--- config.mk ---
export PLATFORM = sky130hd
export DESIGN_NAME = sprite_line_scheduler
export DESIGN_NICKNAME = d
export VERILOG_FILES = /design/src/rtl/sprite_pkg.sv /design/src/rtl/sprite_hit_check.sv /design/src/rtl/sprite_line_scheduler.sv
export SDC_FILE = /design/constraint.sdc
export NUM_CORES = 2
export LEC_CHECK = 0
export CAP_MARGIN = 15
export CORE_MARGIN = 3
export CORE_UTILIZATION = 45
export DETAILED_ROUTE_END_ITERATION = 10
export PLACE_DENSITY = 0.76
export SYNTH_ARGS = -nofsm -noshare
export SYNTH_HDL_FRONTEND = slang
export SYNTH_HIERARCHICAL = 1
export SYNTH_SLANG_ARGS = --single-unit
--- constraint.sdc ---
create_clock -name clk -period 11.25 [get_ports clk]
set_input_delay 2.25 -clock clk [delete_from_list [all_inputs] [get_ports clk]]
set_output_delay 2.25 -clock clk [all_outputs]
set_load 0.005 [all_outputs]
--- src/rtl/sprite_pkg.sv ---
// Shared types and constants for the per-scanline sprite scheduler.
package sprite_pkg;

    localparam int H_ACTIVE    = 640;
    localparam int H_TOTAL     = 800;
    localparam int V_ACTIVE    = 480;
    localparam int V_TOTAL     = 525;
    localparam int NUM_ENTRIES = 20;
    localparam int ENTRY_W     = 24;

    // One sprite table entry as packed in gl_input: [23] enable, [22:19] shape, [18:9] x, [8:0] y.
    typedef struct packed {
        logic       enable;
        logic [3:0] shape;
        logic [9:0] x;
        logic [8:0] y;
    } sprite_entry_t;

    // One published slot for the pixel datapath.
    typedef struct packed {
        logic       valid;
        logic [9:0] x;
        logic [3:0] shape;
        logic [4:0] row;
    } slot_t;

    typedef enum logic [1:0] {
        ST_IDLE = 2'd0,
        ST_SCAN = 2'd1,
        ST_DONE = 2'd2
    } scan_state_t;

    // Line evaluated during the blank of line v: the following line, wrapping at frame end.
    function automatic logic [9:0] next_line(input logic [9:0] v);
        return (v == 10'(V_TOTAL - 1)) ? 10'd0 : (v + 10'd1);
    endfunction

endpackage

--- src/rtl/sprite_hit_check.sv ---
// Combinational test of one table entry against the target line.
module sprite_hit_check
    import sprite_pkg::*;
#(
    parameter int SPRITE_H = 32
) (
    input  sprite_entry_t entry,
    input  logic [9:0]    target,
    output logic          hit,
    output logic [4:0]    row
);

    logic [9:0] y_s;
    logic [9:0] y_end_s;

    // y is 9 bits, so y + SPRITE_H always fits in 10 bits and never wraps.
    assign y_s     = {1'b0, entry.y};
    assign y_end_s = y_s + 10'(SPRITE_H);
    assign hit     = entry.enable && (target >= y_s) && (target < y_end_s);
    // Row only matters on a hit, where t - y < 32, so the low 5 bits suffice.
    assign row     = target[4:0] - y_s[4:0];

endmodule

--- src/rtl/sprite_line_scheduler.sv ---
// Per-scanline sprite evaluator: scans the frame-latched table during hblank
// and publishes up to NSLOTS sprites for the next line at the end of the line.
module sprite_line_scheduler
    import sprite_pkg::*;
#(
    parameter int NUM_ENTRIES = 20,
    parameter int NSLOTS      = 4,
    parameter int SPRITE_H    = 32,
    parameter int EVAL_START  = 640
) (
    input  logic                 clk,
    input  logic                 reset,
    input  logic [511:0]         gl_input,
    input  logic                 write,
    input  logic [9:0]           VGA_HCOUNT,
    input  logic [9:0]           VGA_VCOUNT,
    output logic [NSLOTS-1:0]    slot_valid,
    output logic [NSLOTS*10-1:0] slot_x,
    output logic [NSLOTS*4-1:0]  slot_shape,
    output logic [NSLOTS*5-1:0]  slot_row,
    output logic                 overflow,
    output logic                 busy
);

    localparam int IDX_W = $clog2(NUM_ENTRIES);
    localparam int TBL_W = NUM_ENTRIES * ENTRY_W;

    scan_state_t                       state_q, state_d;
    logic [IDX_W-1:0]                  idx_q, idx_d;
    logic [9:0]                        t_q, t_d;
    logic [9:0]                        hcount_q, hcount_d;
    sprite_entry_t [NUM_ENTRIES-1:0]   pending_q, pending_d;
    sprite_entry_t [NUM_ENTRIES-1:0]   active_q, active_d;
    slot_t [NSLOTS-1:0]                next_q, next_d;
    logic                              next_ovf_q, next_ovf_d;
    slot_t [NSLOTS-1:0]                out_q, out_d;
    logic                              ovf_q, ovf_d;
    logic                              busy_q, busy_d;

    logic [9:0]    t_s;
    logic          vblank_s;
    logic          trig_s;
    logic          commit_s;
    sprite_entry_t cur_s;
    logic          hit_s;
    logic [4:0]    row_s;
    slot_t         new_slot_s;
    logic          found_s;
    logic          take_s;
    logic          unused_s;

    // Upper gl_input bits carry no table data.
    assign unused_s = ^gl_input[511:TBL_W];

    assign t_s      = next_line(VGA_VCOUNT);
    assign vblank_s = (VGA_VCOUNT == 10'(V_ACTIVE)) && (VGA_HCOUNT == 10'd0) && (hcount_q != 10'd0);
    assign trig_s   = (VGA_HCOUNT == 10'(EVAL_START)) && (hcount_q != 10'(EVAL_START));
    assign commit_s = (VGA_HCOUNT == 10'(H_TOTAL - 1)) && (hcount_q != 10'(H_TOTAL - 1));
    assign cur_s    = active_q[idx_q];

    sprite_hit_check #(
        .SPRITE_H (SPRITE_H)
    ) u_hit (
        .entry  (cur_s),
        .target (t_q),
        .hit    (hit_s),
        .row    (row_s)
    );

    // Next-state logic: table shadowing, scan FSM, slot fill and end-of-line commit.
    always_comb begin
        state_d    = state_q;
        idx_d      = idx_q;
        t_d        = t_q;
        hcount_d   = VGA_HCOUNT;
        pending_d  = pending_q;
        active_d   = active_q;
        next_d     = next_q;
        next_ovf_d = next_ovf_q;
        out_d      = out_q;
        ovf_d      = ovf_q;
        found_s    = 1'b0;
        take_s     = 1'b0;

        new_slot_s.valid = 1'b1;
        new_slot_s.x     = cur_s.x;
        new_slot_s.shape = cur_s.shape;
        new_slot_s.row   = row_s;

        if (write) begin
            pending_d = gl_input[TBL_W-1:0];
        end else begin
            pending_d = pending_q;
        end

        // A write on the transfer cycle bypasses pending so it lands this frame.
        if (vblank_s) begin
            active_d = write ? gl_input[TBL_W-1:0] : pending_q;
        end else begin
            active_d = active_q;
        end

        case (state_q)
            ST_IDLE: begin
                if (trig_s && (t_s < 10'(V_ACTIVE))) begin
                    state_d = ST_SCAN;
                    idx_d   = '0;
                    t_d     = t_s;
                end else begin
                    state_d = ST_IDLE;
                end
            end
            ST_SCAN: begin
                for (int s = 0; s < NSLOTS; s++) begin
                    take_s    = hit_s && !found_s && !next_q[s].valid;
                    next_d[s] = take_s ? new_slot_s : next_q[s];
                    found_s   = found_s | take_s;
                end
                next_ovf_d = next_ovf_q | (hit_s & ~found_s);
                if (idx_q == IDX_W'(NUM_ENTRIES - 1)) begin
                    state_d = ST_DONE;
                end else begin
                    idx_d = idx_q + 1'b1;
                end
            end
            ST_DONE: begin
                if (commit_s) begin
                    state_d = ST_IDLE;
                end else begin
                    state_d = ST_DONE;
                end
            end
            default: begin
                state_d = ST_IDLE;
            end
        endcase

        // Commit every line, so blank lines publish the empty set.
        if (commit_s) begin
            out_d      = next_q;
            ovf_d      = next_ovf_q;
            next_d     = '0;
            next_ovf_d = 1'b0;
        end else begin
            out_d = out_q;
            ovf_d = ovf_q;
        end

        busy_d = (state_d == ST_SCAN);
    end

    // State registers with synchronous reset; reset discards any partial scan.
    always_ff @(posedge clk) begin
        if (reset) begin
            state_q    <= ST_IDLE;
            idx_q      <= '0;
            t_q        <= 10'd0;
            hcount_q   <= 10'd0;
            pending_q  <= '0;
            active_q   <= '0;
            next_q     <= '0;
            next_ovf_q <= 1'b0;
            out_q      <= '0;
            ovf_q      <= 1'b0;
            busy_q     <= 1'b0;
        end else begin
            state_q    <= state_d;
            idx_q      <= idx_d;
            t_q        <= t_d;
            hcount_q   <= hcount_d;
            pending_q  <= pending_d;
            active_q   <= active_d;
            next_q     <= next_d;
            next_ovf_q <= next_ovf_d;
            out_q      <= out_d;
            ovf_q      <= ovf_d;
            busy_q     <= busy_d;
        end
    end

    // Unpack the registered slot set onto the flat output buses.
    always_comb begin
        for (int i = 0; i < NSLOTS; i++) begin
            slot_valid[i]        = out_q[i].valid;
            slot_x[i*10 +: 10]   = out_q[i].x;
            slot_shape[i*4 +: 4] = out_q[i].shape;
            slot_row[i*5 +: 5]   = out_q[i].row;
        end
        overflow = ovf_q;
        busy     = busy_q;
    end

endmodule

==> qor.csv <==
metric,value,unit
run status,"finished, final reports clean",
largest net degree at the start of global routing,266,
r2r setup slk,5520,ps
antenna violations before repair,59,
share of cells above drive strength 1,9.66,%
register share of total power,48.2,%
Final Cell Area,54400,um2
f_max,170,MHz
Cells after Synth,4277,
overall routing resource usage,24.0,%
drt pass-1 iters,6,
Finished Layout Cells,6053,
CP Launch Type,input pin,
Setup TNS,0,ps
wire per inst,20.8,um
Syn Nets,4831,
number of DRC markers in iteration 0,2798,
GPL Wtd Cong,0.847,
Place WS,4990,ps
storage element area,23000,um2
cell leakage power,19.6,nW
Peak supply drop,144,uV
GRT overflow,0,
CTS H-Tree Depth,3,
drt drc,0,
CTS Hold Buffers Added,0,
first-pass GRT wire length,187,mm
worst reg2reg path startpoint,idx_q[0],
Final Setup Violations,0,
Die Footprint,102000,um2
Fin Clk Skew,28.1,ps
Setup crit end kind,flop,
final setup margin,5380,ps
I/O pins,617,
hold_sp,next_q[5],
critical setup path kind,input pin to flop,
Die H,319,um
reg2reg end,next_q[64],
post-CTS setup buffers,0,
Max-Cap Viols,0,
routed vias/inst,5.34,
Synth Area per Inst,10.3,um2
post-DP HPWL,88.5,mm
CP max stage cell,o311a_4,
Clock Latency Late Sink,710,ps
Placed Cells,5808,
Die X-Extent,319,um
initial core utilization,45.6,%
Multi-input gate area,19300,um2
final worst path period share,52.1,%
RSZ-0062 raised after global routing,no,
Yosys warning count,6,
cts bufs inserted,113,
FF-to-FF path depth,17,
Max Buffers Root-to-Sink,3,
PwrDens,160,nW/um2
HP Class,flop to flop,
I/O Buffers,584,
vias in the first global route,30811,
Hold Path Depth,2,
CTS resizes,0,
Hold WS,450,ps
crit path cell chain,clkdlybuf4s50_1 > or4_1 > nor3_1 > o311a_4 > buf_4 > buf_12 > nor2_1 > a211oi_1,
Critical Path RT,11830,ps
CP Max Fanout,265,
"Reg clk slew, reported paths",60,ps
Logic pwr share,6.2,%
Slowest Stage Delay on Critical Path,920,ps
final hold violation count,0,
max-slew violation count,0,
Num Clock Sinks,1150,
vias,32295,
CTS Root Cell,clkbuf_16,
area delta synth->final,23.0,%
Hold Crit Endpoint,slot_shape[0],
CTS tree,done,
NetSw,0.00191,W
fill count,8196,
clock share of power,45.6,%
row cnt,114,
Post-Syn Area,44200,um2
Pint,0.00680,W
Rel. slew slack,6.91,%
CORE AREA,97000,um2
drt total wl,126,mm
"Cell Area, Placed",50300,um2
worst-margin pin slew,1400,ps
post-route minimum period,5870,ps
Switching Fraction,21.9,%
fin nets,5201,
WP data arrival,6450,ps
final antenna-violating net count,0,
-- power groups by stage --
| stage | Sequential [W] | Combinational [W] | Clock (W) |
|---|---|---|---|
| after floorplan | 0.00428 | 0.000283 | 0 |
| after global placement | 0.00429 | 0.000526 | 0 |
| after detailed placement | 0.00429 | 0.000534 | 0 |
| after CTS | 0.00420 | 0.000538 | 0.00403 |
| after global routing | 0.00421 | 0.000582 | 0.00419 |
| final | 0.00420 | 0.000538 | 0.00397 |
-- layer usage --
metal	up-vias	share of wire, %	global-route usage [%]	routed length [um]
li1	15763	-	-	-
met1	15362	42	30.1	52700
met2	864	47	38.7	59500
met3	270	6.3	5.85	7920
met4	36	4.5	11.7	5730
met5	-	0.21	0	260
-- sequential cells by signal, indices dropped and copies added, names as in the netlist --
register / flops
active_q: 480
pending_q: 480
next_q: 80
slot_x: 40
slot_row: 20
slot_shape: 16
hcount_q: 10
t_q: 10
idx_q: 5
slot_valid: 4
state_q: 2
busy: 1
next_ovf_q: 1
overflow: 1
-- cell type report --
cell class              instances  area share [%]
diodes                         37           0.170
clock buffers                 160            5.97
clock inverters                48            1.28
inverters                      37           0.255
multi-input cells            2724            35.5
flip-flops and latches       1150            42.4
well taps                    1276            2.94
repair buffers                621            11.5
-- layout by cell type (no fill, tap or decap), types with 4 or more instances in the layout --
cell type and instances:
mux2_2 4, nand2b_1 7, bufinv_16 15, xor2_1 5
nor2b_1 16, clkinv_8 4, buf_4 26, clkbuf_8 24
nand3_1 9, nand4_1 8, diode_2 37, ha_1 18
inv_1 36, clkinv_2 18, a211oi_2 84, clkbuf_16 113
clkdlybuf4s50_1 582, dfxtp_1 1147, nand2_1 179, xnor2_1 9
and3b_1 4, clkbuf_1 23, o22ai_1 10, buf_12 11
a21oi_1 106, o21ai_0 16, a211oi_1 454, nor2_1 1065
mux4_2 130, mux2i_1 534, nand3b_1 16, nor3_1 5
clkinvlp_4 4
-- critical path, delay by kind of cell --
family | cells | cell delay, ps
AND/OR/NAND/NOR | 3 | 1000
AO/OA/AOI/OAI | 2 | 1210
buffers and inverters | 3 | 1460
-- through the flow --
step / power, W / util, %
floorplan: 0.00457 / -
global placement: 0.00481 / 51.9
detailed placement: 0.00482 / 51.9
CTS: 0.00876 / 56.0
global route: 0.00898 / 56.0
finish: 0.00871 / 56.1
-- worst max-delay path by stage --
stage	startpoint	to	slack, ps	cells past startpoint
floorplan	idx_q[0]	next_q[42]	6520	20
global placement	VGA_HCOUNT[2]	active_q[209]	5090	8
detailed placement	VGA_HCOUNT[2]	active_q[209]	4990	8
CTS	idx_q[0]	next_q[77]	5400	17
global route	idx_q[0]	next_q[66]	5080	16
finish	VGA_HCOUNT[2]	active_q[419]	5380	8
Note: power is estimated with default switching activity, not from simulation.
